$ cat src/rtl/rv32i_core_top.sv
// Single-cycle RV32I integer core: PC, decoder, immediates, 32x32 register file,
// ALU and branch unit. Instructions arrive on `ins`; unsupported encodings retire as NOPs.
module rv32i_core_top #(
  parameter int              XLEN     = 32,
  parameter logic [XLEN-1:0] RESET_PC = '0
) (
  input  logic            clk,
  input  logic            rst,
  input  logic [31:0]     ins,
  output logic [XLEN-1:0] pc_out,
  output logic [XLEN-1:0] alu_result,
  output logic            wb_en,
  output logic [4:0]      wb_addr,
  output logic [XLEN-1:0] wb_data
);

  typedef enum logic [6:0] {
    OPC_OP     = 7'b0110011,
    OPC_OP_IMM = 7'b0010011,
    OPC_LUI    = 7'b0110111,
    OPC_AUIPC  = 7'b0010111,
    OPC_JAL    = 7'b1101111,
    OPC_JALR   = 7'b1100111,
    OPC_BRANCH = 7'b1100011
  } opcode_e;

  typedef enum logic [3:0] {
    ALU_ADD, ALU_SUB, ALU_SLL, ALU_SLT, ALU_SLTU,
    ALU_XOR, ALU_SRL, ALU_SRA, ALU_OR,  ALU_AND
  } alu_op_e;

  logic [XLEN-1:0] r_pc;
  logic [XLEN-1:0] r_regs [32];

  logic [6:0]      w_opcode;
  logic [2:0]      w_funct3;
  logic [6:0]      w_funct7;
  logic [4:0]      w_rs1_addr;
  logic [4:0]      w_rs2_addr;
  logic [XLEN-1:0] w_rs1;
  logic [XLEN-1:0] w_rs2;
  logic [XLEN-1:0] w_imm_i;
  logic [XLEN-1:0] w_imm_u;
  logic [XLEN-1:0] w_imm_b;
  logic [XLEN-1:0] w_imm_j;
  logic [XLEN-1:0] w_pc_plus4;

  assign w_opcode   = ins[6:0];
  assign w_funct3   = ins[14:12];
  assign w_funct7   = ins[31:25];
  assign w_rs1_addr = ins[19:15];
  assign w_rs2_addr = ins[24:20];
  assign w_pc_plus4 = r_pc + XLEN'(4);

  assign w_imm_i = XLEN'($signed(ins[31:20]));
  assign w_imm_u = XLEN'($signed({ins[31:12], 12'b0}));
  assign w_imm_b = XLEN'($signed({ins[31], ins[7], ins[30:25], ins[11:8], 1'b0}));
  assign w_imm_j = XLEN'($signed({ins[31], ins[19:12], ins[20], ins[30:21], 1'b0}));

  // x0 is hardwired to zero regardless of what the storage holds.
  assign w_rs1 = (w_rs1_addr == 5'd0) ? '0 : r_regs[w_rs1_addr];
  assign w_rs2 = (w_rs2_addr == 5'd0) ? '0 : r_regs[w_rs2_addr];

  alu_op_e         w_alu_op;
  logic [XLEN-1:0] w_alu_a;
  logic [XLEN-1:0] w_alu_b;
  logic [XLEN-1:0] w_alu_y;
  logic            w_we;
  logic            w_link;
  logic            w_br_taken;
  logic [XLEN-1:0] w_next_pc;

  // NOTE: every signal driven here gets a default first, so no path leaves it unassigned and no latch is inferred.
  always_comb begin
    w_alu_op = ALU_ADD;
    w_alu_a  = '0;
    w_alu_b  = '0;
    w_we     = 1'b0;
    w_link   = 1'b0;
    unique case (w_opcode)
      OPC_OP: begin
        w_alu_a = w_rs1;
        w_alu_b = w_rs2;
        w_we    = (w_funct7 == 7'b0000000);
        case (w_funct3)
          3'b000: begin
            w_alu_op = (w_funct7 == 7'b0100000) ? ALU_SUB : ALU_ADD;
            w_we     = (w_funct7 == 7'b0000000) || (w_funct7 == 7'b0100000);
          end
          3'b001: w_alu_op = ALU_SLL;
          3'b010: w_alu_op = ALU_SLT;
          3'b011: w_alu_op = ALU_SLTU;
          3'b100: w_alu_op = ALU_XOR;
          3'b101: begin
            w_alu_op = (w_funct7 == 7'b0100000) ? ALU_SRA : ALU_SRL;
            w_we     = (w_funct7 == 7'b0000000) || (w_funct7 == 7'b0100000);
          end
          3'b110: w_alu_op = ALU_OR;
          default: w_alu_op = ALU_AND;
        endcase
      end
      OPC_OP_IMM: begin
        w_alu_a = w_rs1;
        w_alu_b = w_imm_i;
        w_we    = 1'b1;
        case (w_funct3)
          3'b000: w_alu_op = ALU_ADD;
          3'b001: begin
            w_alu_op = ALU_SLL;
            w_we     = (w_funct7 == 7'b0000000);
          end
          3'b010: w_alu_op = ALU_SLT;
          3'b011: w_alu_op = ALU_SLTU;
          3'b100: w_alu_op = ALU_XOR;
          3'b101: begin
            w_alu_op = ins[30] ? ALU_SRA : ALU_SRL;
            w_we     = (w_funct7 == 7'b0000000) || (w_funct7 == 7'b0100000);
          end
          3'b110: w_alu_op = ALU_OR;
          default: w_alu_op = ALU_AND;
        endcase
      end
      OPC_LUI: begin
        w_alu_b = w_imm_u;
        w_we    = 1'b1;
      end
      OPC_AUIPC: begin
        w_alu_a = r_pc;
        w_alu_b = w_imm_u;
        w_we    = 1'b1;
      end
      OPC_JAL: begin
        w_alu_a = r_pc;
        w_alu_b = w_imm_j;
        w_we    = 1'b1;
        w_link  = 1'b1;
      end
      OPC_JALR: begin
        w_alu_a = w_rs1;
        w_alu_b = w_imm_i;
        w_we    = (w_funct3 == 3'b000);
        w_link  = (w_funct3 == 3'b000);
      end
      OPC_BRANCH: begin
        w_alu_a = r_pc;
        w_alu_b = w_imm_b;
      end
      default: ;
    endcase
  end

  always_comb begin
    w_alu_y = '0;
    unique case (w_alu_op)
      ALU_ADD:  w_alu_y = w_alu_a + w_alu_b;
      ALU_SUB:  w_alu_y = w_alu_a - w_alu_b;
      ALU_SLL:  w_alu_y = w_alu_a << w_alu_b[4:0];
      ALU_SLT:  w_alu_y = XLEN'($signed(w_alu_a) < $signed(w_alu_b));
      ALU_SLTU: w_alu_y = XLEN'(w_alu_a < w_alu_b);
      ALU_XOR:  w_alu_y = w_alu_a ^ w_alu_b;
      ALU_SRL:  w_alu_y = w_alu_a >> w_alu_b[4:0];
      ALU_SRA:  w_alu_y = $signed(w_alu_a) >>> w_alu_b[4:0];
      ALU_OR:   w_alu_y = w_alu_a | w_alu_b;
      default:  w_alu_y = w_alu_a & w_alu_b;
    endcase
  end

  always_comb begin
    w_br_taken = 1'b0;
    case (w_funct3)
      3'b000: w_br_taken = (w_rs1 == w_rs2);
      3'b001: w_br_taken = (w_rs1 != w_rs2);
      3'b100: w_br_taken = ($signed(w_rs1) <  $signed(w_rs2));
      3'b101: w_br_taken = ($signed(w_rs1) >= $signed(w_rs2));
      3'b110: w_br_taken = (w_rs1 <  w_rs2);
      3'b111: w_br_taken = (w_rs1 >= w_rs2);
      default: w_br_taken = 1'b0;
    endcase
  end

  always_comb begin
    w_next_pc = w_pc_plus4;
    if (w_opcode == OPC_JAL)
      w_next_pc = w_alu_y;
    else if (w_opcode == OPC_JALR && w_funct3 == 3'b000)
      w_next_pc = {w_alu_y[XLEN-1:1], 1'b0};
    else if (w_opcode == OPC_BRANCH && w_br_taken)
      w_next_pc = w_alu_y;
  end

  assign pc_out     = r_pc;
  assign alu_result = w_alu_y;
  assign wb_en      = w_we & rst;
  assign wb_addr    = ins[11:7];
  assign wb_data    = w_link ? w_pc_plus4 : w_alu_y;

  // NOTE: state uses non-blocking assignments so every flop samples pre-edge values.
  always_ff @(posedge clk or negedge rst) begin
    if (!rst) r_pc <= RESET_PC;
    else      r_pc <= w_next_pc;
  end

  // NOTE: the register file is reset on purpose (cleared on rst), which maps it to flops rather than a RAM macro.
  always_ff @(posedge clk or negedge rst) begin
    if (!rst) begin
      for (int i = 0; i < 32; i++) r_regs[i] <= '0;
    end else if (wb_en && wb_addr != 5'd0) begin
      r_regs[wb_addr] <= wb_data;
    end
  end

endmodule

$ cat config.mk
export PLATFORM = sky130hd
export DESIGN_NAME = rv32i_core_top
export DESIGN_NICKNAME = d
export VERILOG_FILES = /design/src/rtl/rv32i_core_top.sv
export SDC_FILE = /design/constraint.sdc
export NUM_CORES = 2
export LEC_CHECK = 0
export BUFFER_PORTS_ARGS = -buffer_cell sky130_fd_sc_hd__clkbuf_2
export CORE_ASPECT_RATIO = 2
export CORE_MARGIN = 2
export CORE_UTILIZATION = 65
export DETAILED_ROUTE_END_ITERATION = 8
export GPL_TIMING_DRIVEN = 0
export PLACE_DENSITY = 0.83
export SETUP_SLACK_MARGIN = 0.3
export SYNTH_ARGS = -nofsm -noshare
export SYNTH_HDL_FRONTEND = slang
export SYNTH_SLANG_ARGS = --single-unit
export TNS_END_PERCENT = 100
$ cat constraint.sdc
create_clock -name clk -period 18.1 [get_ports clk]
set_input_delay 1.81 -clock clk [delete_from_list [all_inputs] [get_ports clk]]
set_output_delay 1.81 -clock clk [all_outputs]
set_load 0.01 [all_outputs]
==> results.json, run 1 <==
{
  "cts_made_buffers": 93,
  "synth_seq_cells": 1056,
  "ys_types": 107,
  "synth_edf_count": 0,
  "synth.avg_cell_area_sq_um": 10.17,
  "clock_tree.buffer_depth": 3,
  "place_area_sq_mm": 0.07132,
  "failing_step": "global routing",
  "synth_flop_cell": "dfrtp_1",
  "synth_warnings": 0,
  "start_util_pct": 65.31,
  "seq_area_frac_synth_pct": 38.73,
  "hpwl_um": 329100,
  "synth_cells": 6711,
  "grt_pass1_wl_um": 730600,
  "grt-ovfl-total": 8685,
  "outcome": "aborted with a tool error",
  "grt_pass1_vias": 82530,
  "error_message": "[ERROR GRT-0116] Global routing finished with congestion. Check the congestion regions in the DRC Viewer.",
  "grt_max_degree": 116,
  "placed_cells": 8235,
  "place_congestion": 1.532,
  "cts_resized": 0,
  "fp-row-count": 168,
  "holdBufCountCts": 0,
  "h-tree-depth": 3,
  "dieHeight_um": 462.2,
  "synth_area_sq_mm": 0.06823,
  "synthesis.nets": 6877,
  "synthArstFlopShare_pct": 100.0,
  "ios": 136,
  "port_buffers": 127,
  "die_w_um": 233.1,
  "grt_use_total_pct": 94.73,
  "clock_tree.root_cell": "clkbuf_16",
  "cts.sinks": 1056,
  "post-place-ws_ns": 2.385,
  "post_cts_buffers": 0
}
[kinds of logic after synthesis]
kind of cell,count (synthesis),share of synthesized area (%)
xor+xnor,53,0.6804
flops,1056,38.73
simple gates,1626,10.49
compound gates,1784,16.63
fa+ha+maj,132,2.443
buf+inv,810,5.192
mux,1250,25.83
[routing by layer]
layer  GRT usage, %  GRT overflow
met2          126.6          6677
met4          103.2          1675
met1          83.36           152
met3          69.51           147
met5          45.77            34
[synth_stat cells, drive strengths merged (28+ instances only)]
library cell  count  area (sq um)
nand2           796          2990
xnor2            30         262.8
a221oi           47         411.6
o22ai            61         387.9
or3              28         175.2
nor2            386          1449
a22o             29         254.0
nor2b            29         181.4
a21oi           338          1692
a31oi            53         337.8
buf             228          1350
nor3             60         316.6
a21o             36         270.3
a211oi           30         235.2
mux2            366          4121
o31ai            86         650.6
nand4            28         175.2
inv             181         679.4
o21ai           606          3052
a22oi           245          1844
dfrtp          1056         26430
clkbuf          400          1509
and2             44         275.3
mux2i           513          5146
nand3            95         480.5
nor4             40         265.3
o211ai           34         260.3
mux4            371          8356
ha              130          1627
[through the flow]
| stage | util (%) | hold slack (ns) |
|---|---|---|
| after floorplan | - | 0.4413 |
| after global placement | 67.54 | 0.4558 |
| after detailed placement | 68.27 | 0.4712 |
| after CTS | 71.34 | 0.4869 |
==> run 2: changes to the inputs <==
--- a/config.mk
+++ b/config.mk
@@ -6,13 +6,11 @@
 export NUM_CORES = 2
 export LEC_CHECK = 0
 export BUFFER_PORTS_ARGS = -buffer_cell sky130_fd_sc_hd__clkbuf_2
-export CORE_ASPECT_RATIO = 2
 export CORE_MARGIN = 2
-export CORE_UTILIZATION = 65
+export CORE_UTILIZATION = 40
 export DETAILED_ROUTE_END_ITERATION = 8
 export GPL_TIMING_DRIVEN = 0
-export PLACE_DENSITY = 0.83
-export SETUP_SLACK_MARGIN = 0.3
+export PLACE_DENSITY_LB_ADDON = 0.15
 export SYNTH_ARGS = -nofsm -noshare
 export SYNTH_HDL_FRONTEND = slang
 export SYNTH_SLANG_ARGS = --single-unit
==> results.json, run 2 <==
{
  "outcome": "complete, but fails checks",
  "violations": "max-capacitance violations, max-slew violations",
  "netlist_top_cells_count": "dfrtp_1 (1056), nand2_1 (795), o21ai_0 (531), mux2i_1 (510), clkbuf_1 (394)",
  "slew_violations": 324,
  "synth_top_area_share_pct": 38.73,
  "clock_tree.buffer_depth": 3,
  "cp_slowest_cell": "o21ai_1",
  "h-tree-depth": 3,
  "cts.sinks": 1056,
  "largest_register": "r_regs",
  "drtPass1Iterations": 6,
  "vias_per_cell": 7.197,
  "finClkSkew_ns": 0.05659,
  "critPathRequiredTime_ns": 16.29,
  "max_freq_mhz": 60.52,
  "clock_tree.root_cell": "clkbuf_16",
  "layout.nets": 7179,
  "synth_area_sq_mm": 0.06823,
  "area.growth.synth_to_final_pct": 12.76,
  "fp-row-count": 151,
  "yosysTopAreaCell": "dfrtp_1",
  "die_w_um": 417.0,
  "finalCritPeriodShare_pct": 91.29,
  "drtIter0Drc": 11370,
  "start_util_pct": 40.26,
  "grt_pass1_vias": 62830,
  "place_congestion": 1.141,
  "finalHoldViolCount": 0,
  "post-place-ws_ns": 2.211,
  "clk_latency_ns": 0.80,
  "synth_flop_cell": "dfrtp_1",
  "dieHeight_um": 417.0,
  "finalSetupViolations": 0,
  "place_area_sq_mm": 0.07282,
  "holdWs_ns": 0.4829,
  "drive_gt1_share_pct": 20.69,
  "path_clk_slew_ns": 0.06,
  "cts_made_buffers": 114,
  "largest_reg_flops": 1024,
  "slew_headroom_pct": -11.28,
  "hpwl_um": 327800,
  "synthTopCellsByArea": "dfrtp_1 (39%), mux4_2 (12%), mux2i_1 (7.5%)",
  "synthArstFlopShare_pct": 100.0,
  "worst_pin_slew_ns": 1.669,
  "dieArea_sq_mm": 0.1739,
  "synth_warnings": 0,
  "synth_edf_count": 0,
  "vdd_drop_max_mv": 0.09191,
  "nFillCells": 16330,
  "wirelength_um": 436700,
  "antenna_left": 0,
  "cp_top_family": "compound AO/OA/AOI/OAI gates",
  "cts_resized": 0,
  "ys_types": 107,
  "layout_commonest_cell": "dfrtp_1",
  "min_period_ns": 16.52,
  "synthesis.nets": 6877,
  "worst_slack_ns": 1.577,
  "holdBufCountCts": 0,
  "rsz0062_at_grt": "false",
  "crit_top_cell": "clkbuf_1",
  "grt_max_degree": 113,
  "synth.avg_cell_area_sq_um": 10.17,
  "grt_use_total_pct": 49.28,
  "post-route-drc-count": 0,
  "seq_area_frac_synth_pct": 38.73,
  "crit_fanout": 10,
  "grt_pass1_wl_um": 576300,
  "crit_buf_inv": 11,
  "cts_tree": "built",
  "crit_path_start_kind": "input port",
  "power.leakage_nw": 34.05,
  "grt-ovfl-total": 0,
  "synth.most_common_cell": "dfrtp_1",
  "layout_common_cells": "dfrtp_1 (1056), nand2_1 (795), o21ai_0 (527)",
  "ios": 136,
  "post_cts_buffers": 0,
  "worst-setup-path-type": "in2out",
  "power_density_mw_per_mm2": 77.45,
  "max_cap_violations": 36,
  "port_buffers": 127,
  "coreArea_sq_mm": 0.1695,
  "vias": 67290,
  "setup-tns-final_ns": 0,
  "fin_area_sq_mm": 0.07693,
  "slowest_delay_ns": 1.41,
  "antenna_found_initial": 39,
  "arrival_ns": 14.71,
  "routedWlPerCell_um": 46.71,
  "hold_path.class": "reg2reg",
  "end_kind": "primary output",
  "synth_cells": 6711,
  "synth_seq_cells": 1056
}
run 2: cell counts after synthesis:
No cell type changed its count.
run 2: cell type report:
class	count	area [sq um]	area share (%)
Clock buffer	166	3391	4.407
Multi-Input combinational cell	4845	38480	50.02
Sequential cell	1056	26430	34.35
Inverter	182	683.2	0.8880
Buffer	628	2924	3.801
Antenna cell	26	65.06	0.08457
Timing Repair Buffer	186	1662	2.160
Tap cell	2218	2775	3.607
Clock inverter	42	523.0	0.6798
run 2: cell families after synthesis:
family | after synthesis | synth area share, %
AND/OR/NAND/NOR | 1626 | 10.49
flip-flops | 1056 | 38.73
XOR/XNOR | 53 | 0.6804
adder cells (fa/ha/maj) | 132 | 2.443
multiplexers | 1250 | 25.83
AO/OA/AOI/OAI | 1784 | 16.63
buffers and inverters | 810 | 5.192
run 2: path summary, 6_finish.rpt:
path                            slack (ns)  cells after the start      endpoint         start
min in group asynchronous             0.99                      1   r_regs[653]           rst
worst max register to register        7.28                     21   r_regs[630]   r_regs[515]
worst min register to register        0.48                      1  r_regs[1008]  r_regs[1008]
worst min-delay path                  0.48                      1  r_regs[1008]  r_regs[1008]
worst max-delay path                  1.58                     28   wb_data[22]       ins[21]
max in group asynchronous            14.97                      5   r_regs[859]           rst
run 2: metal layers:
layer	vias to the layer above	part of all wire (%)	track usage [%]
met2	5817	40	68.07
li1	25510	-	-
met3	1763	13	19.40
met4	30	12	47.30
met5	-	0.081	0.5001
met1	34170	35	57.71
run 2: metrics by stage:
stage / total power [W] / util, % / instances
after global placement: 0.003382 / 42.27 / 9056
after detailed placement: 0.003395 / 42.97 / 9109
after global routing: 0.006015 / 45.36 / 9325
after CTS: 0.005869 / 45.28 / 9317
after floorplan: 0.002888 / - / 6711
final: 0.005958 / 45.40 / 9349
run 2: report_power, final:
part | switching, W | internal (W) | leakage, nW | total (W)
registers | 0.000101 | 0.00239 | 14.7 | 0.00250
clock network | 0.00110 | 0.00144 | 1.93 | 0.00253
logic | 0.000682 | 0.000248 | 17.4 | 0.000930
total | 0.00188 | 0.00408 | 34.1 | 0.00596
Power figures use the tool's default switching activity.
